[config.mk]
export PLATFORM = sky130hd
export DESIGN_NAME = frame_compositor
export DESIGN_NICKNAME = d
export VERILOG_FILES = /design/src/rtl/frame_compositor_pkg.sv /design/src/rtl/vga_timing_gen.sv /design/src/rtl/frame_compositor.sv
export SDC_FILE = /design/constraint.sdc
export NUM_CORES = 1
export LEC_CHECK = 0
export CORE_MARGIN = 4
export CORE_UTILIZATION = 50
export CTS_CLUSTER_DIAMETER = 100
export DETAILED_ROUTE_END_ITERATION = 8
export HOLD_SLACK_MARGIN = 0.15
export PLACE_DENSITY = 0.86
export SYNTH_ARGS = -nofsm -noshare
export SYNTH_HDL_FRONTEND = slang
export SYNTH_HIERARCHICAL = 1
export SYNTH_SLANG_ARGS = --single-unit
[constraint.sdc]
create_clock -name clk -period 6.5 [get_ports clk]
set_input_delay 1.3 -clock clk [delete_from_list [all_inputs] [get_ports clk]]
set_output_delay 1.3 -clock clk [all_outputs]
set_load 0.01 [all_outputs]
[src/rtl/frame_compositor_pkg.sv]
// frame_compositor_pkg: VGA 640x480 timing defaults, pixel/flag types,
// the game-core datagram width and the per-channel fade helper.
package frame_compositor_pkg;

    // Keep in step with MESSAGE_SIZE in the game core's constants.svh.
    localparam int MESSAGE_SIZE = 32;

    localparam int VGA_H_RES  = 640;
    localparam int VGA_H_FP   = 16;
    localparam int VGA_H_SYNC = 96;
    localparam int VGA_H_BP   = 48;
    localparam int VGA_V_RES  = 480;
    localparam int VGA_V_FP   = 10;
    localparam int VGA_V_SYNC = 2;
    localparam int VGA_V_BP   = 33;

    typedef struct packed {
        logic [3:0] r;
        logic [3:0] g;
        logic [3:0] b;
    } rgb444_t;

    // Sync flags are kept active-high so an all-zero reset means "no sync".
    typedef struct packed {
        logic active;
        logic in_hsync;
        logic in_vsync;
    } scan_flags_t;

    // (c * (f + 1)) >> 4; f = 15 gives back c unchanged.
    function automatic logic [3:0] fade_chan(input logic [3:0] c,
                                             input logic [3:0] f);
        logic [7:0] prod;
        prod = {4'd0, c} * ({4'd0, f} + 8'd1);
        return prod[7:4];
    endfunction

endpackage

[src/rtl/vga_timing_gen.sv]
// vga_timing_gen: pixel-tick strobe, scan counters and raw sync flags.
// Ports: clk, rst -> pix_en, h_cnt, v_cnt, active, in_hsync, in_vsync.
module vga_timing_gen
    import frame_compositor_pkg::*;
#(
    parameter int H_RES   = VGA_H_RES,
    parameter int H_FP    = VGA_H_FP,
    parameter int H_SYNC  = VGA_H_SYNC,
    parameter int H_BP    = VGA_H_BP,
    parameter int V_RES   = VGA_V_RES,
    parameter int V_FP    = VGA_V_FP,
    parameter int V_SYNC  = VGA_V_SYNC,
    parameter int V_BP    = VGA_V_BP,
    parameter int CLK_DIV = 4
) (
    input  logic       clk,
    input  logic       rst,
    output logic       pix_en,
    output logic [9:0] h_cnt,
    output logic [9:0] v_cnt,
    output logic       active,
    output logic       in_hsync,
    output logic       in_vsync
);

    localparam int H_TOTAL = H_RES + H_FP + H_SYNC + H_BP;
    localparam int V_TOTAL = V_RES + V_FP + V_SYNC + V_BP;

    logic [9:0] h_cnt_q, h_cnt_d;
    logic [9:0] v_cnt_q, v_cnt_d;

    generate
        if (CLK_DIV == 1) begin : g_nodiv
            assign pix_en = 1'b1;
        end else begin : g_div
            localparam int DIV_W = $clog2(CLK_DIV);
            logic [DIV_W-1:0] div_q, div_d;
            logic             pix_en_q, pix_en_d;

            // Strobe is registered: it rises on the clk where div_q
            // reaches CLK_DIV-1, so it is high exactly one clk in CLK_DIV.
            always_comb begin
                div_d    = (div_q == DIV_W'(CLK_DIV - 1)) ? '0 : div_q + 1'b1;
                pix_en_d = (div_q == DIV_W'(CLK_DIV - 2));
            end

            always_ff @(posedge clk or posedge rst) begin
                if (rst) begin
                    div_q    <= '0;
                    pix_en_q <= 1'b0;
                end else begin
                    div_q    <= div_d;
                    pix_en_q <= pix_en_d;
                end
            end

            assign pix_en = pix_en_q;
        end
    endgenerate

    always_comb begin
        h_cnt_d = h_cnt_q;
        v_cnt_d = v_cnt_q;
        if (pix_en) begin
            if (h_cnt_q == 10'(H_TOTAL - 1)) begin
                h_cnt_d = '0;
                v_cnt_d = (v_cnt_q == 10'(V_TOTAL - 1)) ? '0 : v_cnt_q + 10'd1;
            end else begin
                h_cnt_d = h_cnt_q + 10'd1;
            end
        end
    end

    always_ff @(posedge clk or posedge rst) begin
        if (rst) begin
            h_cnt_q <= '0;
            v_cnt_q <= '0;
        end else begin
            h_cnt_q <= h_cnt_d;
            v_cnt_q <= v_cnt_d;
        end
    end

    assign h_cnt    = h_cnt_q;
    assign v_cnt    = v_cnt_q;
    assign active   = (h_cnt_q < 10'(H_RES)) && (v_cnt_q < 10'(V_RES));
    assign in_hsync = (h_cnt_q >= 10'(H_RES + H_FP)) &&
                      (h_cnt_q <  10'(H_RES + H_FP + H_SYNC));
    assign in_vsync = (v_cnt_q >= 10'(V_RES + V_FP)) &&
                      (v_cnt_q <  10'(V_RES + V_FP + V_SYNC));

endmodule

[src/rtl/frame_compositor.sv]
// frame_compositor: VGA sprite-layer compositor with a frame-stable datagram.
// Inputs: clk, rst, datagram/datagram_valid, layer_mask, layer_valid,
// layer_pixel, bg_pixel (+ fade when COMPOSITOR_FADE_EN is defined).
// Outputs: frame_datagram, frame_tick, pix_en, h_cnt, v_cnt, active,
// vgaRed/vgaGreen/vgaBlue, hsync, vsync (active-low).
module frame_compositor
    import frame_compositor_pkg::*;
#(
    parameter int NUM_LAYERS = 4,
    parameter int H_RES      = VGA_H_RES,
    parameter int V_RES      = VGA_V_RES,
    parameter int H_FP       = VGA_H_FP,
    parameter int H_SYNC     = VGA_H_SYNC,
    parameter int H_BP       = VGA_H_BP,
    parameter int V_FP       = VGA_V_FP,
    parameter int V_SYNC     = VGA_V_SYNC,
    parameter int V_BP       = VGA_V_BP,
    parameter int CLK_DIV    = 4,
    parameter int LAYER_LAT  = 1,
    parameter int MSG_W      = MESSAGE_SIZE
) (
    input  logic                    clk,
    input  logic                    rst,
    input  logic [MSG_W-1:0]        datagram,
    input  logic                    datagram_valid,
    input  logic [NUM_LAYERS-1:0]   layer_mask,
    input  logic [NUM_LAYERS-1:0]   layer_valid,
    input  logic [12*NUM_LAYERS-1:0] layer_pixel,
    input  logic [11:0]             bg_pixel,
`ifdef COMPOSITOR_FADE_EN
    input  logic [3:0]              fade,
`endif
    output logic [MSG_W-1:0]        frame_datagram,
    output logic                    frame_tick,
    output logic                    pix_en,
    output logic [9:0]              h_cnt,
    output logic [9:0]              v_cnt,
    output logic                    active,
    output logic [3:0]              vgaRed,
    output logic [3:0]              vgaGreen,
    output logic [3:0]              vgaBlue,
    output logic                    hsync,
    output logic                    vsync
);

    logic in_hsync_w, in_vsync_w;

    vga_timing_gen #(
        .H_RES  (H_RES),
        .H_FP   (H_FP),
        .H_SYNC (H_SYNC),
        .H_BP   (H_BP),
        .V_RES  (V_RES),
        .V_FP   (V_FP),
        .V_SYNC (V_SYNC),
        .V_BP   (V_BP),
        .CLK_DIV(CLK_DIV)
    ) u_timing (
        .clk     (clk),
        .rst     (rst),
        .pix_en  (pix_en),
        .h_cnt   (h_cnt),
        .v_cnt   (v_cnt),
        .active  (active),
        .in_hsync(in_hsync_w),
        .in_vsync(in_vsync_w)
    );

    // Shadow and live (frame-stable) state.
    logic [MSG_W-1:0]      shadow_dg_q, shadow_dg_d;
    logic [MSG_W-1:0]      frame_dg_q, frame_dg_d;
    logic [NUM_LAYERS-1:0] shadow_mask_q, shadow_mask_d;
    logic [NUM_LAYERS-1:0] mask_q, mask_d;
    logic                  frame_tick_q, frame_tick_d;
    logic                  capture;
`ifdef COMPOSITOR_FADE_EN
    logic [3:0]            shadow_fade_q, shadow_fade_d;
    logic [3:0]            fade_q, fade_d;
`endif

    assign capture = pix_en && (h_cnt == 10'd0) && (v_cnt == 10'(V_RES));

    // Capture loads from shadow_*_d, so a datagram arriving on the
    // capture clk bypasses straight into the live registers.
    always_comb begin
        shadow_dg_d   = datagram_valid ? datagram : shadow_dg_q;
        shadow_mask_d = datagram_valid ? layer_mask : shadow_mask_q;
        frame_dg_d    = capture ? shadow_dg_d : frame_dg_q;
        mask_d        = capture ? shadow_mask_d : mask_q;
        frame_tick_d  = capture;
`ifdef COMPOSITOR_FADE_EN
        shadow_fade_d = datagram_valid ? fade : shadow_fade_q;
        fade_d        = capture ? shadow_fade_d : fade_q;
`endif
    end

    always_ff @(posedge clk or posedge rst) begin
        if (rst) begin
            shadow_dg_q   <= '0;
            shadow_mask_q <= '0;
            frame_dg_q    <= '0;
            mask_q        <= '0;
            frame_tick_q  <= 1'b0;
`ifdef COMPOSITOR_FADE_EN
            shadow_fade_q <= '0;
            fade_q        <= '0;
`endif
        end else begin
            shadow_dg_q   <= shadow_dg_d;
            shadow_mask_q <= shadow_mask_d;
            frame_dg_q    <= frame_dg_d;
            mask_q        <= mask_d;
            frame_tick_q  <= frame_tick_d;
`ifdef COMPOSITOR_FADE_EN
            shadow_fade_q <= shadow_fade_d;
            fade_q        <= fade_d;
`endif
        end
    end

    assign frame_datagram = frame_dg_q;
    assign frame_tick     = frame_tick_q;

    // Delay scan flags by LAYER_LAT ticks to line up with layer data.
    scan_flags_t scan_now, scan_dly;
    assign scan_now = scan_flags_t'({active, in_hsync_w, in_vsync_w});

    generate
        if (LAYER_LAT == 0) begin : g_nolat
            assign scan_dly = scan_now;
        end else begin : g_lat
            scan_flags_t dly_q [LAYER_LAT];
            scan_flags_t dly_d [LAYER_LAT];

            always_comb begin
                for (int i = 0; i < LAYER_LAT; i++) dly_d[i] = dly_q[i];
                if (pix_en) begin
                    dly_d[0] = scan_now;
                    for (int i = 1; i < LAYER_LAT; i++) dly_d[i] = dly_q[i-1];
                end
            end

            always_ff @(posedge clk or posedge rst) begin
                if (rst) begin
                    for (int i = 0; i < LAYER_LAT; i++) dly_q[i] <= '0;
                end else begin
                    for (int i = 0; i < LAYER_LAT; i++) dly_q[i] <= dly_d[i];
                end
            end

            assign scan_dly = dly_q[LAYER_LAT-1];
        end
    endgenerate

    // Walk from the top index down so the lowest enabled opaque layer wins.
    rgb444_t winner, shaded;

    always_comb begin
        winner = rgb444_t'(bg_pixel);
        for (int k = NUM_LAYERS - 1; k >= 0; k--) begin
            if (layer_valid[k] && mask_q[k]) begin
                winner = rgb444_t'(layer_pixel[12*k +: 12]);
            end
        end
    end

`ifdef COMPOSITOR_FADE_EN
    always_comb begin
        shaded.r = fade_chan(winner.r, fade_q);
        shaded.g = fade_chan(winner.g, fade_q);
        shaded.b = fade_chan(winner.b, fade_q);
    end
`else
    assign shaded = winner;
`endif

    rgb444_t rgb_q, rgb_d;
    logic    hsync_q, hsync_d;
    logic    vsync_q, vsync_d;

    always_comb begin
        rgb_d   = rgb_q;
        hsync_d = hsync_q;
        vsync_d = vsync_q;
        if (pix_en) begin
            rgb_d   = scan_dly.active ? shaded : '0;
            hsync_d = ~scan_dly.in_hsync;
            vsync_d = ~scan_dly.in_vsync;
        end
    end

    always_ff @(posedge clk or posedge rst) begin
        if (rst) begin
            rgb_q   <= '0;
            hsync_q <= 1'b1;
            vsync_q <= 1'b1;
        end else begin
            rgb_q   <= rgb_d;
            hsync_q <= hsync_d;
            vsync_q <= vsync_d;
        end
    end

    assign vgaRed   = rgb_q.r;
    assign vgaGreen = rgb_q.g;
    assign vgaBlue  = rgb_q.b;
    assign hsync    = hsync_q;
    assign vsync    = vsync_q;

endmodule

==> results_dict.tcl <==
set metrics [dict create \
    hold_path.class "flop to flop" \
    p_sw_share_pct 21.7 \
    diodes 0 \
    synth_area_per_cell_sq_um 11.9 \
    multi_input_area_sq_um 2150 \
    peakVddDrop_v 0.000150 \
    skew_ns 0.0113 \
    synth-edff-count 0 \
    htree_levels 4 \
    p_total_mw 1.79 \
    setup_viol 0 \
    wl_mm 14.6 \
    leakage_nw 3.36 \
    holdPathEnd "hsync" \
    comb_power_share_pct 7.7 \
    die_w_microns 110 \
    antenna_found_initial 0 \
    internal_power_mw 1.40 \
    synth-main-ff-cell "dfrtp_1" \
    pwr-share-seq_pct 41.4 \
    drv_cap 0 \
    yosys.cell_types.count 45 \
    r2r_cells 5 \
    die_area_sq_um 12100 \
    period_minus_slack_ns 3.38 \
    hold_violations 0 \
    portBuffers 171 \
    drive_gt1_share_pct 19.1 \
    clock-sinks 113 \
    grtUsageTotal_pct 24.6 \
    ys_seq_elements 113 \
    status "complete, no violations" \
    grt_pass1_wl_mm 22.5 \
    reg2reg_slack_ns 4.11 \
    relSlewSlack_pct 26.6 \
    r2r_start "u_timing/h_cnt[0]" \
    synth_commonest_cells "111 x dfrtp_1, 76 x mux2_2, 32 x nor2_1, 28 x and3_1, 23 x inv_1" \
    grt_pass1_vias 4463 \
    finalNetCount 714 \
    tns_ns 0 \
    gr-total-overflow 0 \
    powerDensity_nw_per_um2 236 \
    synth.area.top_cells "dfrtp_1 54%, mux2_2 16%, and3_1 3.4%, nor2_1 2.3%, or4_1 2.2%" \
    yosys_warnings 6 \
    dp_hpwl_mm 10.3 \
    path_clk_slew_ns 0.06 \
    synth.most_common_cell "dfrtp_1" \
    start_util_pct 52.1 \
    async_reset_ff_share_pct 100 \
    cp.arrival_ns 2.08 \
    reg2reg_to "u_timing/v_cnt[9]" \
    pin_count 172 \
    clock_path_buffers 2 \
    pwr-share-clk_pct 50.9 \
    cts_resized 0 \
    tightest_slew_ns 1.10 \
    synth_top_area_cell "dfrtp_1" \
    synth_seq_area_share_pct 54.5 \
    vias 4233 \
    drt_first_pass_iters 4 \
    cts_hold_buffers 0 \
    clock_latency_ns 0.51 \
    drcViolationCount 0 \
    cts_inserted_buffers 17 \
    syn_area_sq_um 5190 \
    regArea_sq_um 2830 \
    routedWlPerCell_microns 19.4 \
    worstSetupEndpointType "primary output" \
    required_ns 5.20 \
    syn_to_final_growth_pct 45.6 \
    crit_type "flop to primary output" \
    fmax_ghz 0.296 \
    cp-start-kind "flop" \
    fp.dieH_microns 110 \
    fillCellCount 632 \
    drt_first_iter_violations 256 \
    via_per_inst 5.64 \
    gp_congestion 0.926 \
    holdCritStartpoint "g_lat.dly_q[1]" \
    fin_hold_ws_ns 0.411 \
    cts_tree "yes" \
    grt_max_degree 91 \
    antenna_left 0 \
    syn-instance-count 436 \
    rows 36 \
    timing.final.crit_share_pct 51.9 \
    switchingPower_mw 0.388 \
    slew_violations 0 \
    syn_nets 545 \
    rsz0062_at_grt "no" \
    core_area_sq_um 9950 \
    holdPathStages 1 \
    post_cts_buffers 0 \
    worstPathMaxFanout 7 \
    cts-root-buf "clkbuf_8" \
    synth_top_area_share_pct 53.5 \
]
stage by stage:
step / utilization (%) / worst slack, ns / std cells / cell area, sq um
after global placement: 70.1 / 3.26 / 719 / 6980
after CTS: 75.9 / 3.09 / 750 / 7560
after global routing: 75.9 / 3.00 / 750 / 7560
after floorplan: - / 2.87 / 436 / 5190
final: 75.9 / 3.12 / 750 / 7560
after detailed placement: 70.1 / 3.18 / 719 / 6980
power by group through the flow:
stage	Clock [mW]	Sequential (mW)	Combinational (mW)
after floorplan	0	0.749	0.0483
after global placement	0	0.749	0.133
after detailed placement	0	0.751	0.137
after CTS	0.926	0.739	0.138
after global routing	0.959	0.741	0.147
final	0.909	0.739	0.137
final cells by class:
class                      count  share of cell area, %
tap                          133                   2.20
clock buffer                  18                   5.53
clock inverter                13                   2.17
multi-input combinational    275                   28.5
timing repair buffer         175                   23.0
inverter                      23                   1.16
sequential                   113                   37.4
layout by cell type, fill, tap and decap left out, drive strengths merged, types with 4 or more instances in the layout:
master / synthesis / final
clkdlybuf4s50: 0 / 171
dfrtp: 111 / 111
mux2: 76 / 76
nor2: 32 / 32
and3: 29 / 29
inv: 23 / 23
clkbuf: 15 / 18
nand2: 15 / 15
or4: 15 / 15
a31oi: 13 / 13
a211oi: 12 / 12
o221ai: 12 / 12
clkinv: 0 / 8
nand3: 7 / 7
nand4: 7 / 7
o21ai: 6 / 6
ha: 6 / 6
nor4: 6 / 6
xnor2: 5 / 5
and2: 4 / 4
buf: 10 / 4
xor2: 4 / 4
nor3: 4 / 4
how the worst max path moves through the flow:
stage                            startpoint           endpoint  slack [ns]  cells past startpoint
after global placement       layer_valid[0]          vgaRed[1]        3.26                      5
final                     u_timing/v_cnt[5]             active        3.12                      4
after CTS                 u_timing/v_cnt[5]             active        3.09                      4
after detailed placement     layer_valid[0]        vgaGreen[2]        3.18                      5
after floorplan                         rst  frame_datagram[0]        2.87                      1
after global routing      u_timing/v_cnt[5]             active        3.00                      4
cells by family (layout without fill, tap and decap cells):
group / count (synthesis) / count (layout) / synth area share (%)
AOI/OAI and AO/OA: 52 / 52 / 7.06
xor gates and xnor gates: 9 / 9 / 1.52
adders and majority gates: 6 / 6 / 1.45
buffers and inverters: 48 / 229 / 4.05
DFF: 113 / 113 / 54.5
muxes: 79 / 79 / 17.1
and+or+nand+nor: 129 / 129 / 14.3
per-layer routing:
layer	GRT usage (%)	routed length [microns]
met5	0	0
met1	30.0	5650
met2	41.4	7410
met4	10.3	441
met3	6.05	1060
critical path: stages (launching register included):
cell and delay (ns):
dfrtp_1 0.45, and3_1 0.26, nand2_1 0.12, and3_1 0.19
clkdlybuf4s50_1 0.54
sequential cells by signal (all words and copies together), names as in the netlist, 2 cells and up:
name                  count
u_timing/g_div.div_q      2
vgaGreen                  4
g_lat.dly_q               3
mask_q                    4
u_timing/v_cnt           10
shadow_dg_q              32
shadow_mask_q             4
u_timing/h_cnt           10
frame_datagram           32
vgaRed                    4
vgaBlue                   4
No activity file was read; power rests on OpenSTA's default activity.
